$ cat config.mk
export PLATFORM = sky130hd
export DESIGN_NAME = bus_arbiter
export DESIGN_NICKNAME = d
export VERILOG_FILES = /design/src/rtl/bus_pkg.sv /design/src/rtl/bus_arbiter_rr_pick.sv /design/src/rtl/bus_arbiter.sv
export SDC_FILE = /design/constraint.sdc
export NUM_CORES = 1
export LEC_CHECK = 0
export ABC_AREA = 1
export CAP_MARGIN = 20
export CELL_PAD_IN_SITES_DETAIL_PLACEMENT = 0
export CELL_PAD_IN_SITES_GLOBAL_PLACEMENT = 1
export CORE_UTILIZATION = 38
export DETAILED_ROUTE_END_ITERATION = 7
export HOLD_SLACK_MARGIN = 0.05
export PLACE_DENSITY_LB_ADDON = 0.25
export SETUP_SLACK_MARGIN = 0.2
export SYNTH_ARGS = -nofsm -noshare
export SYNTH_HDL_FRONTEND = slang
export SYNTH_SLANG_ARGS = --single-unit
$ cat constraint.sdc
create_clock -name clk -period 2.15 [get_ports clk]
set_input_delay 0.43 -clock clk [delete_from_list [all_inputs] [get_ports clk]]
set_output_delay 0.43 -clock clk [all_outputs]
set_load 0.01 [all_outputs]
$ cat src/rtl/bus_pkg.sv
// Shared definitions for the crypto data bus: arbiter states, IDs, header layout, error codes.
package bus_pkg;
  typedef enum logic [1:0] {IDLE, HDR, XFER, TURN} state_t;

  localparam logic [1:0] ID_CTRL = 2'd3;
  localparam int         SRC_LSB = 2;
  localparam int         DST_LSB = 4;

  localparam logic [1:0] ERR_NONE = 2'd0;
  localparam logic [1:0] ERR_SRC  = 2'd1;
  localparam logic [1:0] ERR_LEN  = 2'd2;
  localparam logic [1:0] ERR_TMO  = 2'd3;

  // Datapath IDs rotate 0 -> 1 -> 2 -> 0; control never enters the rotation.
  function automatic logic [1:0] rr_next(input logic [1:0] id);
    return (id == 2'd2) ? 2'd0 : id + 2'd1;
  endfunction
endpackage

$ cat src/rtl/bus_arbiter_rr_pick.sv
// Combinational 3-way round-robin picker: first requester at or after ptr wins.
module rr_pick (
  input  logic [2:0] req,
  input  logic [1:0] ptr,
  output logic [2:0] win,
  output logic [1:0] win_id
);
  logic [2:0] s;
  logic       found;

  always_comb begin
    win    = '0;
    win_id = '0;
    found  = 1'b0;
    s      = '0;
    for (int i = 0; i < 3; i++) begin
      s = {1'b0, ptr} + 3'(i);
      if (s >= 3'd3) s = s - 3'd3;
      if (!found && req[s[1:0]]) begin
        found          = 1'b1;
        win[s[1:0]]    = 1'b1;
        win_id         = s[1:0];
      end
    end
  end
endmodule

$ cat src/rtl/bus_arbiter.sv
// Shared crypto bus arbiter: grant, header monitor, beat count, turnaround.
// Optional stall timeout enabled by defining BUS_ARB_TIMEOUT_EN.
module bus_arbiter
  import bus_pkg::*;
#(
  parameter int NUM_REQ     = 4,
  parameter int MAX_BEATS   = 64,
  parameter int TURNAROUND  = 1,
  parameter int TIMEOUT_CYC = 255
) (
  input  logic               clk,
  input  logic               rst_n,
  input  logic [NUM_REQ-1:0] req,
  input  logic               bus_valid,
  input  logic [7:0]         bus_data,
  input  logic               ack,
  output logic [NUM_REQ-1:0] gnt,
  output logic [1:0]         owner_id,
  output logic               bus_busy,
  output logic [1:0]         hdr_src,
  output logic [1:0]         hdr_dst,
  output logic               hdr_valid,
  output logic               frame_done,
  output logic [1:0]         err
);
  localparam logic [6:0] MAX_B     = 7'(MAX_BEATS);
  localparam logic [1:0] TURN_LOAD = 2'(TURNAROUND - 1);

  state_t             state;
  logic [1:0]         ptr;
  logic [6:0]         beat_cnt, beat_nxt;
  logic [1:0]         turn_cnt;
  logic [2:0]         rr_win;
  logic [1:0]         rr_id, win_id, bus_src;
  logic [NUM_REQ-1:0] win_oh;
  logic               src_bad, tmo, fin;
  logic [1:0]         fin_err;
  logic               unused_bits;

  rr_pick u_rr (.req(req[2:0]), .ptr(ptr), .win(rr_win), .win_id(rr_id));

  assign bus_src  = bus_data[SRC_LSB+:2];
  assign src_bad  = (owner_id != ID_CTRL) && (bus_src != owner_id);
  assign beat_nxt = (beat_cnt == 7'h7f) ? beat_cnt : beat_cnt + 7'd1;
  assign win_id   = req[ID_CTRL] ? ID_CTRL : rr_id;

  always_comb begin
    win_oh = '0;
    if (req[ID_CTRL]) win_oh[ID_CTRL] = 1'b1;
    else              win_oh[2:0]     = rr_win;
  end

`ifdef BUS_ARB_TIMEOUT_EN
  logic [7:0] idle_cnt;
  assign tmo = !bus_valid && (idle_cnt == 8'(TIMEOUT_CYC - 1));

  always_ff @(posedge clk or negedge rst_n) begin
    if (!rst_n)                                     idle_cnt <= '0;
    else if (bus_valid || !(state inside {HDR, XFER})) idle_cnt <= '0;
    else                                            idle_cnt <= idle_cnt + 8'd1;
  end
  assign unused_bits = ^{bus_data[7:6], bus_data[1:0]};
`else
  assign tmo         = 1'b0;
  assign unused_bits = ^{bus_data[7:6], bus_data[1:0], 32'(TIMEOUT_CYC)};
`endif

  // Tenure end: a source mismatch beats a same-cycle ack, so a bad frame never reports done.
  always_comb begin
    fin     = 1'b0;
    fin_err = ERR_NONE;
    case (state)
      HDR: begin
        if (bus_valid) begin
          if (src_bad)  begin fin = 1'b1; fin_err = ERR_SRC; end
          else if (ack) fin = 1'b1;
        end else if (tmo) begin
          fin = 1'b1; fin_err = ERR_TMO;
        end
      end
      XFER: begin
        if (bus_valid) begin
          if (ack)                     fin = 1'b1;
          else if (beat_nxt >= MAX_B) begin fin = 1'b1; fin_err = ERR_LEN; end
        end else if (tmo) begin
          fin = 1'b1; fin_err = ERR_TMO;
        end
      end
      default: ;
    endcase
  end

  always_ff @(posedge clk or negedge rst_n) begin
    if (!rst_n) begin
      state      <= IDLE;
      ptr        <= '0;
      beat_cnt   <= '0;
      turn_cnt   <= '0;
      gnt        <= '0;
      owner_id   <= '0;
      bus_busy   <= 1'b0;
      hdr_src    <= '0;
      hdr_dst    <= '0;
      hdr_valid  <= 1'b0;
      frame_done <= 1'b0;
      err        <= ERR_NONE;
    end else begin
      frame_done <= 1'b0;
      case (state)
        IDLE: if (|req) begin
          gnt      <= win_oh;
          owner_id <= win_id;
          bus_busy <= 1'b1;
          state    <= HDR;
        end
        HDR: if (bus_valid) begin
          hdr_src   <= bus_src;
          hdr_dst   <= bus_data[DST_LSB+:2];
          hdr_valid <= 1'b1;
          beat_cnt  <= 7'd1;
          state     <= XFER;
        end
        XFER: if (bus_valid) beat_cnt <= beat_nxt;
        TURN: begin
          hdr_valid <= 1'b0;
          if (turn_cnt == '0) state <= IDLE;
          else                turn_cnt <= turn_cnt - 2'd1;
        end
        default: state <= IDLE;
      endcase

      // Release the bus at the ending edge; hdr_valid lingers through the frame_done cycle.
      if (fin) begin
        gnt        <= '0;
        bus_busy   <= 1'b0;
        state      <= TURN;
        turn_cnt   <= TURN_LOAD;
        frame_done <= (fin_err == ERR_NONE);
        if (fin_err != ERR_NONE && err == ERR_NONE) err <= fin_err;
        if (owner_id != ID_CTRL) ptr <= rr_next(owner_id);
      end
    end
  end
endmodule

==> results.ini <==
[place]
place_inst=295
globalplace.congestion=0.7641
hpwl_um=2678
port_buffers=26
place_area_um2=2016
place_ws_ps=169.2

[power]
p_total_mw=2.657
vdd_drop_max_mv=0.4756
power.density_nw_per_um2=1268
power_leakage_nw=1.060

[critical_path]
crit_fanout=5
r2r_cells=12
start_kind=register
crit_type=reg2reg
crit-reg2reg-launch=ptr[0]
cp_slowest_cell=dfrtp_1
reg2reg_to=gnt[2]
crit_path_max_incr_delay_ps=410
path_common_cell=nand2_1
worstPathArrival_ps=1970
r2r_slack_ps=400
required_ps=2370
cp-end-kind=register
cp_cell_sequence=inv_1 > ha_4 > inv_1 > nand2_1 > nand3_1 > o31ai_4 > inv_1 > nand2_1 > or2_1 > nand2_1 > nand2_1 > nand2_1

[die]
fp.dieH_um=68.38
start_util_pct=40.68
die_area_um2=4675
coreArea_um2=4115
die_w_um=68.38
ios=31
num_rows=23

[route]
drcViolationCount=0
drt_wl_total_um=3384
postRouteAntennaNets=0
drtPass1Iterations=4
vias=1398
viasPerCell=4.676
wire_per_inst_um=11.32
drtIter0Drc=61

[cts]
clk_latency_ps=270
tritoncts=done
cts_setup_buffers=0
ctsHtreeMaxLevel=1
holdBufCountCts=0
ctsResizeCount=0
clockBufferDepth=2
cts_made_buffers=3
clock_sinks=28
cts_root_buf=clkbuf_8
clk_pin_slew_worst_paths_ps=100

[logic_synthesis]
avgSynthCellArea_um2=7.750
yosysSeqAreaShare_pct=41.85
synth_ff_type=dfrtp_1
ys_ff_latch=28
synth_top_area_cell=dfrtp_1
ys_top_cells_by_count=59 x nand2_1, 33 x inv_1, 28 x dfrtp_1, 17 x nand3_1
yosys_warnings=0
synth_top_cell_area_share_pct=41.85
syn_nets=242
syn-cell-area_um2=1674
synth-edff-count=0
syn_inst=216
yosysUniqueCellTypes=28
yosysMostFrequentCell=nand2_1
synth_area_leaders=dfrtp_1 42%, nand2_1 13%, ha_1 7.5%, inv_1 7.4%, nand3_1 5.1%
async_reset_ff_share_pct=100.0

[flow_run]
timing.max_cap.violations=0

[sta]
fmax_mhz=572.1
slew_headroom_pct=75.20
setup_viol=0
tightest_slew_ps=371.9
fin_setup_tns_ps=0
min_period_over_period_pct=81.30
finalMaxSlewViolations=0
finClkSkew_ps=5.516
final-hold-violation-count=0
rsz0062_at_grt=no
period_minus_slack_ps=1748
setup_ws_ps=402.0

[outcome]
outcome=completed

[finish]
nFillCells=407
antenna_cells=0
area_growth_pct=25.11
fin_nets=276
drive_gt1_share_pct=10.84
layout.cells.non_filler=299
fin_area_um2=2095

[hold_path]
hp-class=reg2reg
min_to=err[1]
hold_path_startpoint=err[0]
hold_depth=1

[grt]
antenna_found_initial=0
grt_max_degree=29
grt_first_pass_wirelength_um=5830
grt_overflow=0
grt_util_all_layers_pct=16.61
grt_pass1_vias=1345

[worst max-delay path, delay by kind of cell (launching register included)]
kind,cells,cell delay [ps]
flops,1,410
buf+inv,3,290
compound gates,1,90
fa+ha+maj,1,240
simple gates,7,660
[per-stage QoR]
| stage | hold slack [ps] | utilization, % |
|---|---|---|
| 2_1_floorplan | 134.4 | - |
| 3_3_place_gp | 462.5 | 48.98 |
| 3_5_place_dp | 471.6 | 48.98 |
| 4_1_cts | 487.8 | 50.32 |
| 5_1_grt | 520.4 | 50.90 |
| 6_report | 486.7 | 50.90 |
[sequential cells by signal (all words and copies together) (netlist names)]
register / cells
beat_cnt: 7
bus_busy: 1
err: 2
frame_done: 1
gnt: 4
hdr_dst: 2
hdr_src: 2
hdr_valid: 1
owner_id: 2
ptr: 2
state: 2
turn_cnt: 2
[metal layers]
metal,routed length (µm),vias up,global-route usage (%)
met4,28,0,5.469
met2,1492,21,27.57
met5,0,-,0
met3,103,2,2.500
met1,1759,625,21.86
li1,-,750,-
[kinds of logic after synthesis]
kind of cell,Yosys count,synth area share [%]
xor+xnor,2,1.047
compound gates,29,11.21
buf+inv,37,8.819
flops,28,41.85
simple gates,110,29.60
fa+ha+maj,10,7.474
[final cells by class]
cell class	count	area [µm²]	share of cell area (%)
multi-input cells	151	849.6	40.56
flip-flops and latches	28	700.7	33.45
repair buffers	30	290.3	13.86
inverters	36	136.4	6.511
well taps	50	62.56	2.987
clock buffers	4	55.05	2.628
[worst max-delay path by stage]
stage | to | depth (start not counted) | slack [ps] | from
after detailed placement | gnt[2] | 13 | 170 | bus_data[3]
after floorplan | gnt[2] | 8 | 560 | ptr[0]
after CTS | gnt[2] | 11 | 370 | ptr[0]
final | gnt[2] | 12 | 400 | ptr[0]
after global placement | gnt[2] | 13 | 160 | bus_data[3]
after global routing | gnt[2] | 12 | 230 | ptr[0]
[report_power, final]
group          switching, mW  total (mW)  internal [mW]
Clock                  0.165       0.329          0.164
Sequential             0.148       0.861          0.713
Combinational          0.816        1.47          0.650
Total                   1.13        2.66           1.53
[layout by cell type (no fill, tap or decap)]
| cell type | instances |
|---|---|
| or2_2 | 2 |
| nand2_1 | 59 |
| o31ai_1 | 1 |
| clkinv_2 | 1 |
| o21ai_2 | 1 |
| clkdlybuf4s50_1 | 26 |
| ha_1 | 8 |
| clkbuf_8 | 4 |
| a21oi_4 | 1 |
| o21a_1 | 1 |
| o22ai_1 | 2 |
| buf_4 | 4 |
| o31ai_4 | 1 |
| inv_2 | 2 |
| nand3_2 | 4 |
| or2_1 | 1 |
| nand4_1 | 3 |
| o21bai_1 | 2 |
| nand3_1 | 17 |
| o21ai_0 | 16 |
| dfrtp_1 | 28 |
| ha_2 | 1 |
| xor2_1 | 2 |
| nor2_1 | 16 |
| a21boi_2 | 1 |
| nand2_2 | 3 |
| a31oi_1 | 1 |
| a21oi_1 | 2 |
| nor3_1 | 4 |
| inv_1 | 33 |
| nor3b_2 | 1 |
| ha_4 | 1 |
Power figures use the tool's default switching activity.
